$ cat src/rtl/ov7670_pkg.sv
// Shared constants, state encoding and frame helper for the OV7670 SCCB configuration path.
package ov7670_pkg;

  localparam logic [7:0]  SCCB_ID_WRITE = 8'h42;
  localparam logic [15:0] ROM_END       = 16'hFFFF;
  localparam logic [15:0] ROM_DELAY     = 16'hFFF0;

  localparam logic [7:0] COM7   = 8'h12;
  localparam logic [7:0] CLKRC  = 8'h11;
  localparam logic [7:0] COM15  = 8'h40;
  localparam logic [7:0] TSLB   = 8'h3A;
  localparam logic [7:0] COM13  = 8'h3D;
  localparam logic [7:0] RGB444 = 8'h8C;
  localparam logic [7:0] COM3   = 8'h0C;
  localparam logic [7:0] COM14  = 8'h3E;

  typedef enum logic [2:0] {
    ST_IDLE  = 3'd0,
    ST_FETCH = 3'd1,
    ST_START = 3'd2,
    ST_BIT   = 3'd3,
    ST_STOP  = 3'd4,
    ST_GAP   = 3'd5,
    ST_DELAY = 3'd6,
    ST_DONE  = 3'd7
  } state_t;

  // ACK slots carry 1 so the shifter releases SIOD there without extra gating.
  function automatic logic [26:0] sccb_frame(input logic [15:0] ent);
    return {SCCB_ID_WRITE, 1'b1, ent[15:8], 1'b1, ent[7:0], 1'b1};
  endfunction

endpackage

$ cat src/rtl/ov7670_reg_rom.sv
// Register table ROM: {reg_addr, reg_data} per index, optional caller-supplied table.
// Latency: 1 cycle (synchronous read).
// Backpressure: none, read every cycle.
module ov7670_reg_rom
  import ov7670_pkg::*;
#(
  parameter int           TBL_LEN = 0,
  parameter logic [255:0] TBL     = '0
) (
  input  logic        clk_50,
  input  logic [7:0]  idx,
  output logic [15:0] entry
);

  logic [15:0] rom_dat;

  always_comb begin
    rom_dat = ROM_END;
    case (idx)
      8'd0:    rom_dat = {COM7, 8'h80};
      8'd1:    rom_dat = ROM_DELAY;
      8'd2:    rom_dat = {COM7, 8'h14};
      8'd3:    rom_dat = {COM15, 8'hD0};
      8'd4:    rom_dat = {CLKRC, 8'h01};
      8'd5:    rom_dat = {TSLB, 8'h04};
      8'd6:    rom_dat = {COM13, 8'hC0};
      8'd7:    rom_dat = {RGB444, 8'h00};
      8'd8:    rom_dat = {COM3, 8'h00};
      8'd9:    rom_dat = {COM14, 8'h00};
      default: rom_dat = ROM_END;
    endcase
    // A non-empty override table replaces the built-in one; past its end reads as end marker.
    if (TBL_LEN > 0)
      rom_dat = (int'(idx) < TBL_LEN) ? TBL[{idx[3:0], 4'b0000} +: 16] : ROM_END;
  end

  always_ff @(posedge clk_50) entry <= rom_dat;

endmodule

$ cat src/rtl/ov7670_sccb_config.sv
// Walks the register ROM and writes each entry to the OV7670 over SCCB, then raises done.
// Latency: one write = 120 quarter ticks + 2 fetch cycles; done 1 cycle after end-marker fetch.
// Backpressure: none; go is ignored while busy.
module ov7670_sccb_config
  import ov7670_pkg::*;
#(
  parameter int           CLK_HZ   = 50_000_000,
  parameter int           SCCB_HZ  = 100_000,
  parameter int           DELAY_MS = 10,
  parameter int           TBL_LEN  = 0,
  parameter logic [255:0] TBL      = '0
) (
  input  logic clk_50,
  input  logic reset,
  input  logic go,
  output logic sioc,
  output logic siod_oe,
  output logic busy,
  output logic done
);

  localparam int DIV       = CLK_HZ / (4 * SCCB_HZ);
  localparam int DELAY_CYC = DELAY_MS * (CLK_HZ / 1000);

  state_t      state, state_nxt;
  logic [7:0]  idx;
  logic [15:0] entry;
  logic        fetch_ph;
  logic [15:0] tick_cnt;
  logic        tick;
  logic [1:0]  qtr;
  logic [4:0]  bit_cnt;
  logic [26:0] shreg;
  logic [31:0] dly_cnt;
  logic        sioc_nxt, oe_nxt;
  logic        enter_start, enter_delay;

  ov7670_reg_rom #(.TBL_LEN(TBL_LEN), .TBL(TBL)) u_rom (
    .clk_50 (clk_50),
    .idx    (idx),
    .entry  (entry)
  );

  assign tick        = (tick_cnt == 16'(DIV - 1));
  assign busy        = (state != ST_IDLE) && (state != ST_DONE);
  assign done        = (state == ST_DONE);
  assign enter_start = (state_nxt == ST_START) && (state != ST_START);
  assign enter_delay = (state_nxt == ST_DELAY) && (state != ST_DELAY);

  always_comb begin
    state_nxt = state;
    sioc_nxt  = 1'b1;
    oe_nxt    = 1'b0;
    case (state)
      ST_IDLE:  state_nxt = ST_FETCH;
      ST_FETCH: begin
        if (fetch_ph) begin
          if (entry == ROM_END || idx == 8'hFF) state_nxt = ST_DONE;
          else if (entry == ROM_DELAY)          state_nxt = ST_DELAY;
          else                                  state_nxt = ST_START;
        end
      end
      ST_START: begin
        sioc_nxt = ~qtr[1];
        oe_nxt   = (qtr != 2'd0);
        if (tick && qtr == 2'd3) state_nxt = ST_BIT;
      end
      ST_BIT: begin
        sioc_nxt = qtr[1];
        oe_nxt   = ~shreg[26];
        if (tick && qtr == 2'd3 && bit_cnt == 5'd26) state_nxt = ST_STOP;
      end
      ST_STOP: begin
        sioc_nxt = (qtr != 2'd0);
        oe_nxt   = ~qtr[1];
        if (tick && qtr == 2'd3) state_nxt = ST_GAP;
      end
      ST_GAP:   if (tick && qtr == 2'd3) state_nxt = ST_FETCH;
      ST_DELAY: if (dly_cnt == 32'(DELAY_CYC - 1)) state_nxt = ST_FETCH;
      ST_DONE:  if (go) state_nxt = ST_FETCH;
      default:  state_nxt = ST_IDLE;
    endcase
  end

  always_ff @(posedge clk_50 or posedge reset) begin
    if (reset) state <= ST_IDLE;
    else       state <= state_nxt;
  end

  // Bus pins are registered so SIOC/SIOD never glitch on state decode.
  always_ff @(posedge clk_50 or posedge reset) begin
    if (reset) begin
      sioc     <= 1'b1;
      siod_oe  <= 1'b0;
      idx      <= '0;
      fetch_ph <= 1'b0;
      tick_cnt <= '0;
      qtr      <= '0;
      bit_cnt  <= '0;
      shreg    <= '0;
      dly_cnt  <= '0;
    end else begin
      sioc     <= sioc_nxt;
      siod_oe  <= oe_nxt;
      fetch_ph <= (state == ST_FETCH);

      if (enter_start || enter_delay || tick) tick_cnt <= '0;
      else                                    tick_cnt <= tick_cnt + 16'd1;

      if (enter_start) begin
        qtr     <= '0;
        bit_cnt <= '0;
        shreg   <= sccb_frame(entry);
      end else if (tick) begin
        qtr <= qtr + 2'd1;
        if (state == ST_BIT && qtr == 2'd3) begin
          bit_cnt <= bit_cnt + 5'd1;
          shreg   <= {shreg[25:0], 1'b0};
        end
      end

      dly_cnt <= (state == ST_DELAY) ? dly_cnt + 32'd1 : '0;

      if (state == ST_DONE && go)
        idx <= '0;
      else if ((state == ST_GAP || state == ST_DELAY) && state_nxt == ST_FETCH)
        idx <= idx + 8'd1;
    end
  end

endmodule
$ cat config.mk
export PLATFORM = sky130hd
export DESIGN_NAME = ov7670_sccb_config
export DESIGN_NICKNAME = d
export VERILOG_FILES = /design/src/rtl/ov7670_pkg.sv /design/src/rtl/ov7670_reg_rom.sv /design/src/rtl/ov7670_sccb_config.sv
export SDC_FILE = /design/constraint.sdc
export NUM_CORES = 1
export LEC_CHECK = 0
export BUFFER_PORTS_ARGS = -buffer_cell sky130_fd_sc_hd__buf_2
export CORE_UTILIZATION = 59
export CTS_BUF_LIST = sky130_fd_sc_hd__clkbuf_4 sky130_fd_sc_hd__clkbuf_8
export DETAILED_ROUTE_END_ITERATION = 16
export PLACE_DENSITY = 0.78
export SLEW_MARGIN = 20
export SYNTH_ARGS = -nofsm -noshare
export SYNTH_HDL_FRONTEND = slang
export SYNTH_SLANG_ARGS = --single-unit
$ cat constraint.sdc
create_clock -name clk_50 -period 2.9 [get_ports clk_50]
set_input_delay 0.58 -clock clk_50 [delete_from_list [all_inputs] [get_ports clk_50]]
set_output_delay 0.58 -clock clk_50 [all_outputs]
set_load 0.02 [all_outputs]
; ---- Yosys cells after proc, flatten, opt, wreduce, memory -nomap -nowiden
; Memory sizes are Yosys's and may differ from the RTL's. A register that Yosys moved wholly into a read port is not among the register bits.
; Index checks and enable logic that the tools add are counted.
[word_totals]
word_cells = 83
mem_bits_rw = 0
memories = 1
output_inout_bits = 4
romBits = 256
reg_bits = 96
input_bits = 3
latch_bits = 0
[classes]
addsub = 5
n_bitwise = 2
n_eq_ne = 20
shifts = 0
reduce_logical = 21
n_mux = 24
n_mul = 0
div = 0
n_lt_le_gt_ge = 0
[mem_list]
columns = memory, words, word_bits, read_ports, rd_clocked_by_memory_dff, wr, line
row1 = (no name shown), 16, 16, 1, 1, 0, ov7670_reg_rom.sv:19  ; case (idx)
[ops]
columns = op, n
row1 = $mux W27, 3
row2 = $add A32 B1 Y32 const B, 1
row3 = $eq A16 B16 Y1 const B, 2
row4 = $eq A32 B19 Y1 const B, 1
row5 = $mux W32, 1
row6 = $mux W3, 9
row7 = $pmux W3 S8, 1
row8 = $add A16 B1 Y16 const B, 1
row9 = $eq A16 B7 Y1 const B, 1
row10 = $mux W16, 1
row11 = $mux W8, 2
row12 = $eq A3 B3 Y1 const B, 5
row13 = $mux W5, 3
row14 = $eq A3 B2 Y1 const B, 3
row15 = $add A8 B1 Y8 const B, 1
row16 = $eq A8 B8 Y1 const B, 1
row17 = $logic_and A1 B1 Y1, 8
row18 = $reduce_bool A2 Y1, 4
row19 = $eq A3 B1 Y1 const B, 2
row20 = $ne A3 B3 Y1 const B, 2
row21 = $pmux W1 S3, 2
row22 = $add A5 B1 Y5 const B, 1
row23 = $eq A5 B5 Y1 const B, 1
row24 = $logic_not A4 Y1, 1
row25 = other kinds (10), 15

; ---- Longest topological paths before layout
; Gate-level depths: netlist (run 1).
[depth]
word_depth = 10
depth_mapped = 11
mapped_depth_nobuf = 8

; ---- Modules after synthesis
; Synthesis (run 1) repeated with hierarchy kept, for this count alone.
[hier_totals]
hier_cells = 559
area_unflattened_um2 = 5514.0
[by_module_without_submodules]
columns = mod, seq_area_each_um2, area_each_um2, n_inst, cells_each
row1 = ov7670_sccb_config, 2403.6, 4852.2, 1, 484
row2 = ov7670_reg_rom, 300.3, 661.9, 1, 75

; ---- Worst setup path before layout (run 1)
; OpenSTA, ideal clock, no wires.
[synth_timing]
path_type = register -> register
start = reg dly_cnt[19]
end = reg idx[7]
path_slack_ns = 0.745
setup_ns = 0.079
synth_period_minus_slack_ns = 2.155
required_time_ns = 2.821
n_path_buf = 1
stages_incl_launch_ff = 8
arrival_ns = 2.076
path_cell_list = dfrtp_1 > or4b_1 > nor4_2 > a31oi_1 > nand4b_4 > buf_6 > nor4_2 > mux2i_1
[synth_via]
elab_chain_cells = 6
[synth_lines]
columns = item, line
row1 = from (decl), ov7670_sccb_config.sv:34  ; logic [31:0] dly_cnt;
row2 = from (signal assigned), ov7670_sccb_config.sv:122  ; dly_cnt <= (state == ST_DELAY) ? dly_cnt + 32'd1 : '0;
row3 = $eq A32 B19 Y1, ov7670_sccb_config.sv:79  ; ST_DELAY: if (dly_cnt == 32'(DELAY_CYC - 1)) state_nxt = ST_FETCH;
row4 = $mux W3, ov7670_sccb_config.sv:79
row5 = $pmux W3 S8, ov7670_sccb_config.sv:54  ; case (state)
row6 = $eq A3 B1 Y1, ov7670_sccb_config.sv:126  ; else if ((state == ST_GAP || state == ST_DELAY) && state_nxt == ST_FETCH)
row7 = $logic_and A1 B1 Y1, ov7670_sccb_config.sv:126
row8 = $reduce_bool A2 Y1 (no line), -
row9 = to (signal assigned), ov7670_sccb_config.sv:127  ; idx <= idx + 8'd1;
row10 = to (decl), ov7670_sccb_config.sv:26  ; logic [7:0] idx;
; No other way between the ends.
; A chain may end at the register's enable or synchronous reset.

; ---- Worst setup path in the final report (run 1)
[layout_timing]
start = reg dly_cnt[19]
end = reg idx[6]
; The elaborated chain is that of the path after synthesis.

==> results of run 1 <==
metrics by stage:
stage	std cells	total power [W]	hold WS, ns	utilization [%]
finish	701	0.00243	0.193	64.6
global route	701	0.00251	0.204	64.6
CTS	701	0.00245	0.193	64.6
detailed placement	686	0.00161	0.473	62.6
global placement	686	0.00161	0.459	62.6
floorplan	588	0.00159	0.447	-
final cells by class:
cell class / count / area, um^2
fillers: 691 / 3100
flip-flops and latches: 111 / 2700
multi-input cells: 430 / 2450
well taps: 108 / 135
clock buffers: 10 / 131
repair buffers: 15 / 110
inverters: 22 / 86.3
clock inverters: 5 / 42.5
worst min-delay path by stage:
stage / startpoint / end / cells after the start
after global placement: shreg[0] / shreg[0] / 2
after CTS: reset / siod_oe / 2
after floorplan: shreg[0] / shreg[0] / 2
after global routing: reset / siod_oe / 2
after detailed placement: dly_cnt[0] / dly_cnt[0] / 1
final: reset / siod_oe / 2
cell families after synthesis:
kind of cell | synth area share (%)
xor gates and xnor gates | 8.03
AOI/OAI and AO/OA | 7.19
DFF | 50.6
adders and majority gates | 3.28
muxes | 1.12
buffers and inverters | 3.54
and+or+nand+nor | 26.2
layer usage:
metal	up-vias	wire (um)	track usage, %
li1	1980	-	-
met1	1992	4530	31.2
met2	85	4860	37.5
met3	18	382	4.82
met4	0	157	7.46
met5	-	0	0
power breakdown:
part / total, W / switching [W] / internal, W
Combinational: 0.0000317 / 0.0000267 / 0.00000495
Sequential: 0.00154 / 0 / 0.00154
Clock: 0.000851 / 0.000522 / 0.000329
Total: 0.00243 / 0.000549 / 0.00188
cell usage after synthesis:
cell type | count | area share (%)
sky130_fd_sc_hd__a2111oi_0 | 1 | 0.16
sky130_fd_sc_hd__a211oi_1 | 1 | 0.14
sky130_fd_sc_hd__a21oi_1 | 21 | 2.0
sky130_fd_sc_hd__a22o_1 | 1 | 0.16
sky130_fd_sc_hd__a22oi_1 | 1 | 0.14
sky130_fd_sc_hd__a31oi_1 | 17 | 2.0
sky130_fd_sc_hd__and2_1 | 4 | 0.47
sky130_fd_sc_hd__and3_1 | 10 | 1.2
sky130_fd_sc_hd__and3b_1 | 1 | 0.16
sky130_fd_sc_hd__and4_1 | 4 | 0.66
sky130_fd_sc_hd__buf_1 | 2 | 0.14
sky130_fd_sc_hd__buf_2 | 4 | 0.37
sky130_fd_sc_hd__buf_6 | 1 | 0.21
sky130_fd_sc_hd__clkbuf_1 | 18 | 1.3
sky130_fd_sc_hd__dfrtp_1 | 95 | 44
sky130_fd_sc_hd__dfstp_2 | 1 | 0.49
sky130_fd_sc_hd__dfxtp_1 | 15 | 5.6
sky130_fd_sc_hd__ha_1 | 14 | 3.3
sky130_fd_sc_hd__inv_1 | 22 | 1.5
sky130_fd_sc_hd__mux2i_1 | 6 | 1.1
sky130_fd_sc_hd__nand2_1 | 93 | 6.5
sky130_fd_sc_hd__nand2b_1 | 2 | 0.23
sky130_fd_sc_hd__nand3_1 | 25 | 2.3
sky130_fd_sc_hd__nand3b_1 | 1 | 0.14
sky130_fd_sc_hd__nand4_1 | 17 | 2.0
sky130_fd_sc_hd__nand4b_4 | 1 | 0.44
sky130_fd_sc_hd__nor2_1 | 90 | 6.3
sky130_fd_sc_hd__nor2b_1 | 7 | 0.82
sky130_fd_sc_hd__nor3_1 | 9 | 0.84
sky130_fd_sc_hd__nor3b_1 | 3 | 0.42
sky130_fd_sc_hd__nor4_1 | 11 | 1.3
sky130_fd_sc_hd__nor4_2 | 2 | 0.47
sky130_fd_sc_hd__nor4b_1 | 2 | 0.33
sky130_fd_sc_hd__o21a_1 | 1 | 0.14
sky130_fd_sc_hd__o21ai_0 | 19 | 1.8
sky130_fd_sc_hd__o21ai_2 | 1 | 0.16
sky130_fd_sc_hd__o21bai_1 | 1 | 0.14
sky130_fd_sc_hd__o22ai_1 | 1 | 0.12
sky130_fd_sc_hd__o31ai_1 | 2 | 0.28
sky130_fd_sc_hd__or2_2 | 1 | 0.12
sky130_fd_sc_hd__or3_1 | 7 | 0.82
sky130_fd_sc_hd__or4_1 | 2 | 0.28
sky130_fd_sc_hd__or4b_1 | 2 | 0.37
sky130_fd_sc_hd__xnor2_1 | 25 | 4.1
sky130_fd_sc_hd__xor2_1 | 24 | 3.9
state kept, by name, indices dropped and copies added (netlist names):
signal,cells
siod_oe,1
state,3
idx,8
u_rom.entry,15
bit_cnt,5
sioc,1
fetch_ph,1
shreg,27
qtr,2
dly_cnt,32
tick_cnt,16
cells in the final DEF (no fill, tap or decap), types with 10 or more instances in the layout:
cell type / synthesis / layout
sky130_fd_sc_hd__nand3_1: 25 / 25
sky130_fd_sc_hd__a21oi_1: 21 / 21
sky130_fd_sc_hd__o21ai_0: 19 / 19
sky130_fd_sc_hd__ha_1: 14 / 14
sky130_fd_sc_hd__nand4_1: 17 / 17
sky130_fd_sc_hd__nor2_1: 90 / 90
sky130_fd_sc_hd__dfrtp_1: 95 / 95
sky130_fd_sc_hd__nor4_1: 11 / 11
sky130_fd_sc_hd__nand2_1: 93 / 93
sky130_fd_sc_hd__dfxtp_1: 15 / 15
sky130_fd_sc_hd__and3_1: 10 / 10
sky130_fd_sc_hd__xor2_1: 24 / 24
sky130_fd_sc_hd__inv_1: 22 / 21
sky130_fd_sc_hd__a31oi_1: 17 / 17
sky130_fd_sc_hd__xnor2_1: 25 / 25
==> metrics.yaml, run 1 <==
grt:
  grtUsageTotal_pct: 23.1
  initial_antenna_violation_count: 0
  grt_max_degree: 52
  grt_pass1_wl_um: 17900
  grt-ovfl-total: 0
  via_count_of_the_first_global_routing_pass: 3894
min_path:
  min-delay-path-class: "in -> async"
detailed_routing:
  drcViolationCount: 0
  first_pass_iters: 5
  detail_route.vias_per_cell: 5.81
  ant_nets: 0
  drt_first_iter_violations: 211
  routed_wirelength_um: 9930
  via_count: 4075
  wirelength_per_cell_um: 14.2
logic_synthesis:
  synth-seq-area-share_pct: 50.6
  netlist_area_mm2: 0.00534
  mean_area_per_synthesized_cell_um2: 9.09
  synth-warning-count: 0
  synth_cells: 588
  count_of_different_cell_masters_after_synthesis: 45
  postSynthNetCount: 605
  ff_latch_count_synth: 111
critical_path:
  timing.critical_path.slowest_stage_cell: "sky130_fd_sc_hd__or4b_1"
  worst_ep_arrival_time_ns: 2.68
  reg2reg_from: "dly_cnt[19]"
  crit-reg2reg-capture: "idx[6]"
  type_of_destination_of_the_critical_path: "flip-flop"
  crit_end: "idx[6]"
  crit_required_ns: 3.21
  crit_path_cell_trace: "or4b_1 -> nor4_2 -> a31oi_1 -> nand4b_4 -> or4_1 -> a21oi_1"
  critical-path-max-stage-delay_ns: 0.55
  worst-path-buf-inv: 0
  path_delay_family: "simple AND/OR/NAND/NOR gates"
  worstSetupStartpoint: "dly_cnt[19]"
  worst_r2r_path_depth: 6
  startpoint_type: "flip-flop"
  cp.depth: 6
  setup.reg_to_reg.worst_slack_ns: 0.53
  path_class: "reg -> reg"
  timing.critical_path.fanout_max: 13
sta:
  final-max-slew-violation-count: 0
  setup_viol: 0
  rsz_0062_raised_after_global_routing: "false"
  hold_violations: 0
  worst-slew-pin-transition_ns: 0.839
  max_clock_freq_ghz: 0.422
  final_worst_path_cycle_share_pct: 81.8
  fin_tns_setup_ns: 0
  timing.max_slew.rel_slack_pct: 43.6
  timing.final.ws_setup_ns: 0.529
  fin_worst_skew_ns: 0.0119
  period_needed_ns: 2.37
cts:
  max_root_sink_buffers: 2
  clk_root_buffer_cell: "sky130_fd_sc_hd__clkbuf_8"
  cts.htree.levels: 3
  cts_sinks: 111
  cts_setup_buffers: 0
  post_cts.resized_instances: 0
  cts_made_buffers: 9
  insertion_delay_ns: 0.37
  cts.hold.buffers_added: 0
  cts_tree: "done"
  clkTransAtPathRegs_ns: 0.11
finish:
  finish.net_count: 606
  layout.cell_area.non_filler_mm2: 0.00566
  areaGrowthSynthToFinish_pct: 5.93
  post_route_cells_drive_above_1_share_pct: 6.24
  antenna_cells_inserted: 0
floorplan:
  core_area_mm2: 0.00876
  die_w_um: 97.2
  die_height_um: 97.2
  floorplan.rows: 34
  die_area_mm2: 0.00944
  ioPinCount: 7
  effective_utilization_at_floorplan_pct: 61.0
power:
  power.density_mw_per_mm2: 429
  power.leakage_nw: 2.47
  ir_drop_mv: 0.241
place:
  finalWeightedCongestion: 0.843
  placement_cell_area_mm2: 0.00549
  port_buffers: 6
  dp_worst_setup_slack_ns: 0.542
  dp_hpwl_um: 6900
status:
  status: "finished clean"
flow_run:
  drv.max_cap_violation_count: 0
No activity file was read; power rests on OpenSTA's default activity.
==> inputs of run 2 (changes only) <==
Clock period 2.9 ns to 2 ns, I/O delays scaled along.
==> run 2 against run 1 <==
- via count increased by 5.7%
- global-route usage increased by 2.1 points
- utilization increased by 8.1 points
- the flow now finishes with violations (negative setup slack)
- critical path depth unchanged
- maximum frequency increased by 5.9%
- sequential power increased by 45%
- hold slack got worse by 0.12 ns
- power increased by 56%
- non-clock buffer count increased by 56
- cell area increased by 13%
==> metrics.yaml, run 2 (synthesis gave the netlist of run 1 again) <==
sta:
  worst-slew-pin-transition_ns: 0.465  # was 0.839 ns
  period_needed_ns: 2.24  # was 2.37 ns
  hold-worst-slack_ns: 0.0741  # was 0.193 ns
  rsz_0062_raised_after_global_routing: "true"  # was false
  fin_worst_skew_ns: 0.0110  # was 0.0119 ns
  final-max-slew-violation-count: 0  # unchanged
  hold_violations: 0  # unchanged
  max_clock_freq_ghz: 0.447  # was 0.422 GHz
  timing.max_slew.rel_slack_pct: 68.8  # was 43.6%
  setup_viol: 9  # was 0
  final_worst_path_cycle_share_pct: 112  # was 81.8%
  timing.final.ws_setup_ns: -0.240  # was 0.529 ns
place:
  dp_hpwl_um: 7400  # was 6900 um
  dp_worst_setup_slack_ns: -0.229  # was 0.542 ns
  finalWeightedCongestion: 0.856  # was 0.843
  port_buffers: 6  # unchanged
  placement_cell_area_mm2: 0.00591  # was 0.00549 mm^2
floorplan:
  ioPinCount: 7  # unchanged
  floorplan.rows: 34  # unchanged
  die_height_um: 97.2  # unchanged
  effective_utilization_at_floorplan_pct: 61.0  # unchanged
  core_area_mm2: 0.00876  # unchanged
  die_w_um: 97.2  # unchanged
  die_area_mm2: 0.00944  # unchanged
cts:
  cts_tree: "done"  # unchanged
  clkTransAtPathRegs_ns: 0.11  # about the same
  clk_root_buffer_cell: "sky130_fd_sc_hd__clkbuf_8"  # unchanged
  max_root_sink_buffers: 2  # unchanged
  insertion_delay_ns: 0.37  # about the same
  cts.htree.levels: 3  # unchanged
  cts.hold.buffers_added: 0  # unchanged
  cts_made_buffers: 9  # unchanged
  cts_sinks: 111  # unchanged
critical_path:
  type_of_destination_of_the_critical_path: "flip-flop"  # unchanged
  startpoint_type: "flip-flop"  # unchanged
  crit_required_ns: 2.31  # was 3.21 ns
  timing.critical_path.fanout_max: 6  # was 13
  worst_r2r_path_depth: 6  # unchanged
  worst_ep_arrival_time_ns: 2.55  # was 2.68 ns
  path_class: "reg -> reg"  # unchanged
detailed_routing:
  dr.max_layer_used: "met4"  # unchanged
  wl_met3_um: 482  # was 382 um
  first_pass_iters: 4  # was 5
  detail_route.wirelength.met1_um: 5140  # was 4530 um
  drcViolationCount: 0  # unchanged
  routed_wirelength_um: 11200  # was 9930 um
  ant_nets: 0  # unchanged
  met2RoutedLength_um: 5460  # was 4860 um
  via_count: 4309  # was 4075
  drt_first_iter_violations: 233  # was 211
  wirelength_per_cell_um: 14.8  # was 14.2 um
  detail_route.vias_per_cell: 5.68  # was 5.81
power:
  power.leakage_nw: 2.85  # was 2.47 nW
  power.switching_fraction_pct: 21.0  # was 22.6%
  power.density_mw_per_mm2: 595  # was 429 mW/mm^2
  sequentialPowerShare_pct: 59.1  # was 63.6%
  power_w: 0.00379  # was 0.00243 W
  pwr-share-comb_pct: 1.2  # was 1.3%
  power.share.clock_pct: 39.7  # was 35.1%
  p_int_w: 0.00299  # was 0.00188 W
  ir_drop_mv: 0.380  # was 0.241 mV
  p_switching_w: 0.000794  # was 0.000549 W
finish:
  post_route_cells_drive_above_1_share_pct: 18.3  # was 6.24%
  areaGrowthSynthToFinish_pct: 19.2  # was 5.93%
  final_common_cell: "sky130_fd_sc_hd__dfrtp_1"  # unchanged
  antenna_cells_inserted: 0  # unchanged
  most_frequent_cells_in_the_layout: "sky130_fd_sc_hd__dfrtp_1, sky130_fd_sc_hd__nand2_1, sky130_fd_sc_hd__nor2_1"  # unchanged
  largest_reg_flops: 32  # unchanged
  max_flop_register: "dly_cnt"  # unchanged
  layout.cell_area.non_filler_mm2: 0.00637  # was 0.00566 mm^2
  reg_top3: "dly_cnt x32, shreg x27, tick_cnt x16"  # unchanged
  finish.net_count: 663  # was 606
grt:
  grtUsageTotal_pct: 25.3  # was 23.1%
  grt_max_degree: 81  # was 52
  grt_pass1_wl_um: 19300  # was 17900 um
  initial_antenna_violation_count: 0  # unchanged
  grt-ovfl-total: 0  # unchanged
  via_count_of_the_first_global_routing_pass: 4184  # was 3894
status:
  status: "finished with violations"  # was finished clean
  violations_in_the_final_reports: "negative setup slack"
min_path:
  min-delay-path-class: "in -> async"  # unchanged
flow_run:
  drv.max_cap_violation_count: 0  # unchanged
==> run 2: metrics by stage <==
stage	setup TNS [ns]	instances	util (%)
5_1_grt	-2.58	759	72.7
3_5_place_dp	-1.34	737	67.5
6_report	-1.52	759	72.7
4_1_cts	-1.30	756	71.0
2_1_floorplan	-0.439	588	-
3_3_place_gp	-0.475	737	67.5
==> run 2: cell type report <==
class | instances | area [um^2]
Multi-Input combinational cell | 431 | 2620
Clock inverter | 6 | 92.6
Inverter | 22 | 86.3
Clock buffer | 10 | 138
Sequential cell | 111 | 2700
Tap cell | 108 | 135
Timing Repair Buffer | 71 | 592
Fill cell | 631 | 2390
==> run 2: path summary, 6_finish.rpt <==
path,slack [ns],end,start
setup / recovery,-0.24,idx[6],dly_cnt[20]
min in group clk_50,0.40,state[1],go
setup reg to reg,-0.24,idx[6],dly_cnt[20]
hold reg to reg,0.46,fetch_ph,state[1]
max in group asynchronous,1.53,shreg[8],reset
hold / removal,0.07,bit_cnt[0],reset
==> run 2: worst max-delay path: stages, from the launching register on <==
cell	delay [ns]
sky130_fd_sc_hd__dfrtp_1	0.40
sky130_fd_sc_hd__or4b_4	0.56
sky130_fd_sc_hd__nor4_4	0.28
sky130_fd_sc_hd__a31oi_2	0.13
sky130_fd_sc_hd__nand4b_4	0.25
sky130_fd_sc_hd__or4_4	0.45
sky130_fd_sc_hd__a21oi_2	0.12
==> run 2: power groups by stage <==
stage,combinational (W),clock [W],sequential (W)
floorplan,0.0000287,0,0.00228
global placement,0.0000477,0,0.00228
detailed placement,0.0000489,0,0.00228
CTS,0.0000489,0.00154,0.00224
global route,0.0000550,0.00162,0.00224
finish,0.0000459,0.00150,0.00224
==> run 2: layer usage <==
layer,track usage (%),vias to the layer above
met1,35.0,2105
met2,39.6,89
met5,0,-
met4,10.1,0
li1,-,2101
met3,4.60,14
==> run 2: timing repair <==
item / in CTS / in global routing
endpoints found under the hold margin: 0 / 0
pin swaps: 1 / 4
gates resized for setup: 11 / 25
setup endpoints to repair: 22 / 57
cloned: 1 / 1
buffers inserted: 2 / 3
==> inputs of run 3 (changes only) <==
Settings changed: CORE_ASPECT_RATIO from default to 0.9.
==> run 3 against run 2 <==
- cell area about the same
- largest power group unchanged
- via count rose by 1.2%
- the run still ends with negative setup slack left
- highest routed layer unchanged
- clock skew up 0.0055 ns
- sequential power barely moved
==> metrics.yaml, run 3 (synthesis gave the netlist of run 1 again) <==
power:
  power.leakage_nw: 2.85  # about the same
  power.share.clock_pct: 36.2  # was 39.7%
  power.density_mw_per_mm2: 561  # was 595 mW/mm^2
  power.switching_fraction_pct: 21.3  # was 21.0%
  ir_drop_mv: 0.619  # was 0.380 mV
  p_switching_w: 0.000761  # was 0.000794 W
  pwr-share-comb_pct: 1.2  # about the same
  sequentialPowerShare_pct: 62.6  # was 59.1%
  p_int_w: 0.00281  # was 0.00299 W
cts:
  insertion_delay_ns: 0.38  # was 0.37 ns
  cts.htree.levels: 3  # unchanged
  clkTransAtPathRegs_ns: 0.11  # about the same
  cts_sinks: 111  # unchanged
  max_root_sink_buffers: 2  # unchanged
  cts_tree: "done"  # unchanged
  clk_root_buffer_cell: "sky130_fd_sc_hd__clkbuf_8"  # unchanged
  cts_made_buffers: 9  # unchanged
floorplan:
  core_area_mm2: 0.00869  # was 0.00876 mm^2
  effective_utilization_at_floorplan_pct: 61.5  # was 61.0%
  die_height_um: 92.3  # was 97.2 um
  die_w_um: 102  # was 97.2 um
  die_area_mm2: 0.00944  # about the same
  floorplan.rows: 32  # was 34
  ioPinCount: 7  # unchanged
critical_path:
  path_class: "reg -> reg"  # unchanged
  crit_required_ns: 2.32  # was 2.31 ns
  type_of_destination_of_the_critical_path: "flip-flop"  # unchanged
  startpoint_type: "flip-flop"  # unchanged
  worst_ep_arrival_time_ns: 2.58  # was 2.55 ns
  timing.critical_path.fanout_max: 5  # was 6
finish:
  final_common_cell: "sky130_fd_sc_hd__dfrtp_1"  # unchanged
  final_core_utilization_pct: 73.4  # was 72.7%
  reg_top3: "dly_cnt x32, shreg x27, tick_cnt x16"  # unchanged
  multi_input_area_mm2: 0.00266  # was 0.00262 mm^2
  post_route_cells_drive_above_1_share_pct: 18.3  # about the same
  areaGrowthSynthToFinish_pct: 19.3  # was 19.2%
  layout.cell_area.non_filler_mm2: 0.00637  # about the same
  finish.net_count: 661  # was 663
  antenna_cells_inserted: 0  # unchanged
  most_frequent_cells_in_the_layout: "sky130_fd_sc_hd__dfrtp_1, sky130_fd_sc_hd__nand2_1, sky130_fd_sc_hd__nor2_1"  # unchanged
  largest_reg_flops: 32  # unchanged
  regArea_mm2: 0.00270  # unchanged
  number_of_inserted_filler_cells_in_the_final_layout: 618  # was 631
  max_flop_register: "dly_cnt"  # unchanged
detailed_routing:
  via_count: 4361  # was 4309
  drt_first_iter_violations: 240  # was 233
  routed_wirelength_um: 11400  # was 11200 um
  drcViolationCount: 0  # unchanged
  detail_route.vias_per_cell: 5.68  # about the same
  wirelength_per_cell_um: 14.9  # was 14.8 um
  first_pass_iters: 7  # was 4
  ant_nets: 0  # unchanged
grt:
  grtUsageTotal_pct: 25.7  # was 25.3%
  grt_pass1_wl_um: 18800  # was 19300 um
  grt-ovfl-total: 0  # unchanged
  grt_max_degree: 97  # was 81
  initial_antenna_violation_count: 0  # unchanged
  via_count_of_the_first_global_routing_pass: 4180  # was 4184
sta:
  max_clock_freq_ghz: 0.442  # was 0.447 GHz
  hold_violations: 0  # unchanged
  period_needed_ns: 2.26  # was 2.24 ns
  hold-worst-slack_ns: 0.131  # was 0.0741 ns
  final-max-slew-violation-count: 0  # unchanged
  fin_tns_setup_ns: -1.33  # was -1.52 ns
  final_worst_path_cycle_share_pct: 113  # was 112%
  fin_worst_skew_ns: 0.0164  # was 0.0110 ns
  timing.final.ws_setup_ns: -0.265  # was -0.240 ns
  worst-slew-pin-transition_ns: 0.492  # was 0.465 ns
  rsz_0062_raised_after_global_routing: "true"  # unchanged
  setup_viol: 9  # unchanged
  timing.max_slew.rel_slack_pct: 67.2  # was 68.8%
place:
  dp_worst_setup_slack_ns: -0.197  # was -0.229 ns
  finalWeightedCongestion: 0.848  # was 0.856
  placement_cell_area_mm2: 0.00590  # was 0.00591 mm^2
  dp_hpwl_um: 7510  # was 7400 um
  port_buffers: 6  # unchanged
status:
  status: "finished with violations"  # unchanged
  violations_in_the_final_reports: "negative setup slack"  # unchanged
min_path:
  min-delay-path-class: "in -> async"  # unchanged
flow_run:
  drv.max_cap_violation_count: 0  # unchanged
-- run 3: metal layers --
metal | vias up | global-route usage [%] | share of wire (%) | wire length, um
met5 | - | 0 | 0 | 0
li1 | 2098 | - | - | -
met4 | 0 | 7.86 | 1.9 | 221
met3 | 26 | 4.95 | 4.5 | 517
met2 | 113 | 41.8 | 48 | 5510
met1 | 2124 | 34.5 | 45 | 5160
-- run 3: layout make-up --
cell class              count  area share (%)
clock buffers              14            2.73
flip-flops and latches    111            42.4
multi-input cells         431            41.8
repair buffers             69            9.15
clock inverters             2           0.255
inverters                  22            1.35
well taps                 119            2.34
-- run 3: worst paths after layout --
path	cells past startpoint	end	slack (ns)	start
hold reg to reg	1	fetch_ph	0.47	state[1]
max in group asynchronous	3	sioc	1.47	reset
hold / removal	3	dly_cnt[18]	0.13	reset
setup reg to reg	6	idx[6]	-0.26	dly_cnt[20]
setup / recovery	6	idx[6]	-0.26	dly_cnt[20]
min in group clk_50	4	state[1]	0.43	go
-- run 3: worst max-delay path, cell delays in order (launching register included) --
cell and delay [ns]:
sky130_fd_sc_hd__dfrtp_1 0.40, sky130_fd_sc_hd__or4b_4 0.55, sky130_fd_sc_hd__nor4_4 0.31, sky130_fd_sc_hd__a31oi_4 0.14, sky130_fd_sc_hd__nand4b_4 0.23, sky130_fd_sc_hd__or4_4 0.44, sky130_fd_sc_hd__a21oi_2 0.13
-- run 3: power by group through the flow --
stage / Clock (W) / Sequential [W] / Combinational (W)
finish: 0.00129 / 0.00224 / 0.0000440
global route: 0.00141 / 0.00224 / 0.0000530
CTS: 0.00132 / 0.00224 / 0.0000473
detailed placement: 0 / 0.00228 / 0.0000472
global placement: 0 / 0.00228 / 0.0000463
floorplan: 0 / 0.00228 / 0.0000287
-- run 3: stage by stage --
stage / power (W) / std cells
global placement: 0.00233 / 746
floorplan: 0.00231 / 588
finish: 0.00357 / 768
CTS: 0.00360 / 765
detailed placement: 0.00233 / 746
global route: 0.00370 / 768
-- run 3: timing repair --
item                       in CTS  in global routing
cloned                          1                  2
pin swaps                       0                  6
setup endpoints to repair      24                 50
resized for setup              12                 28
buffers inserted                2                  1
hold buffers                    0                  0
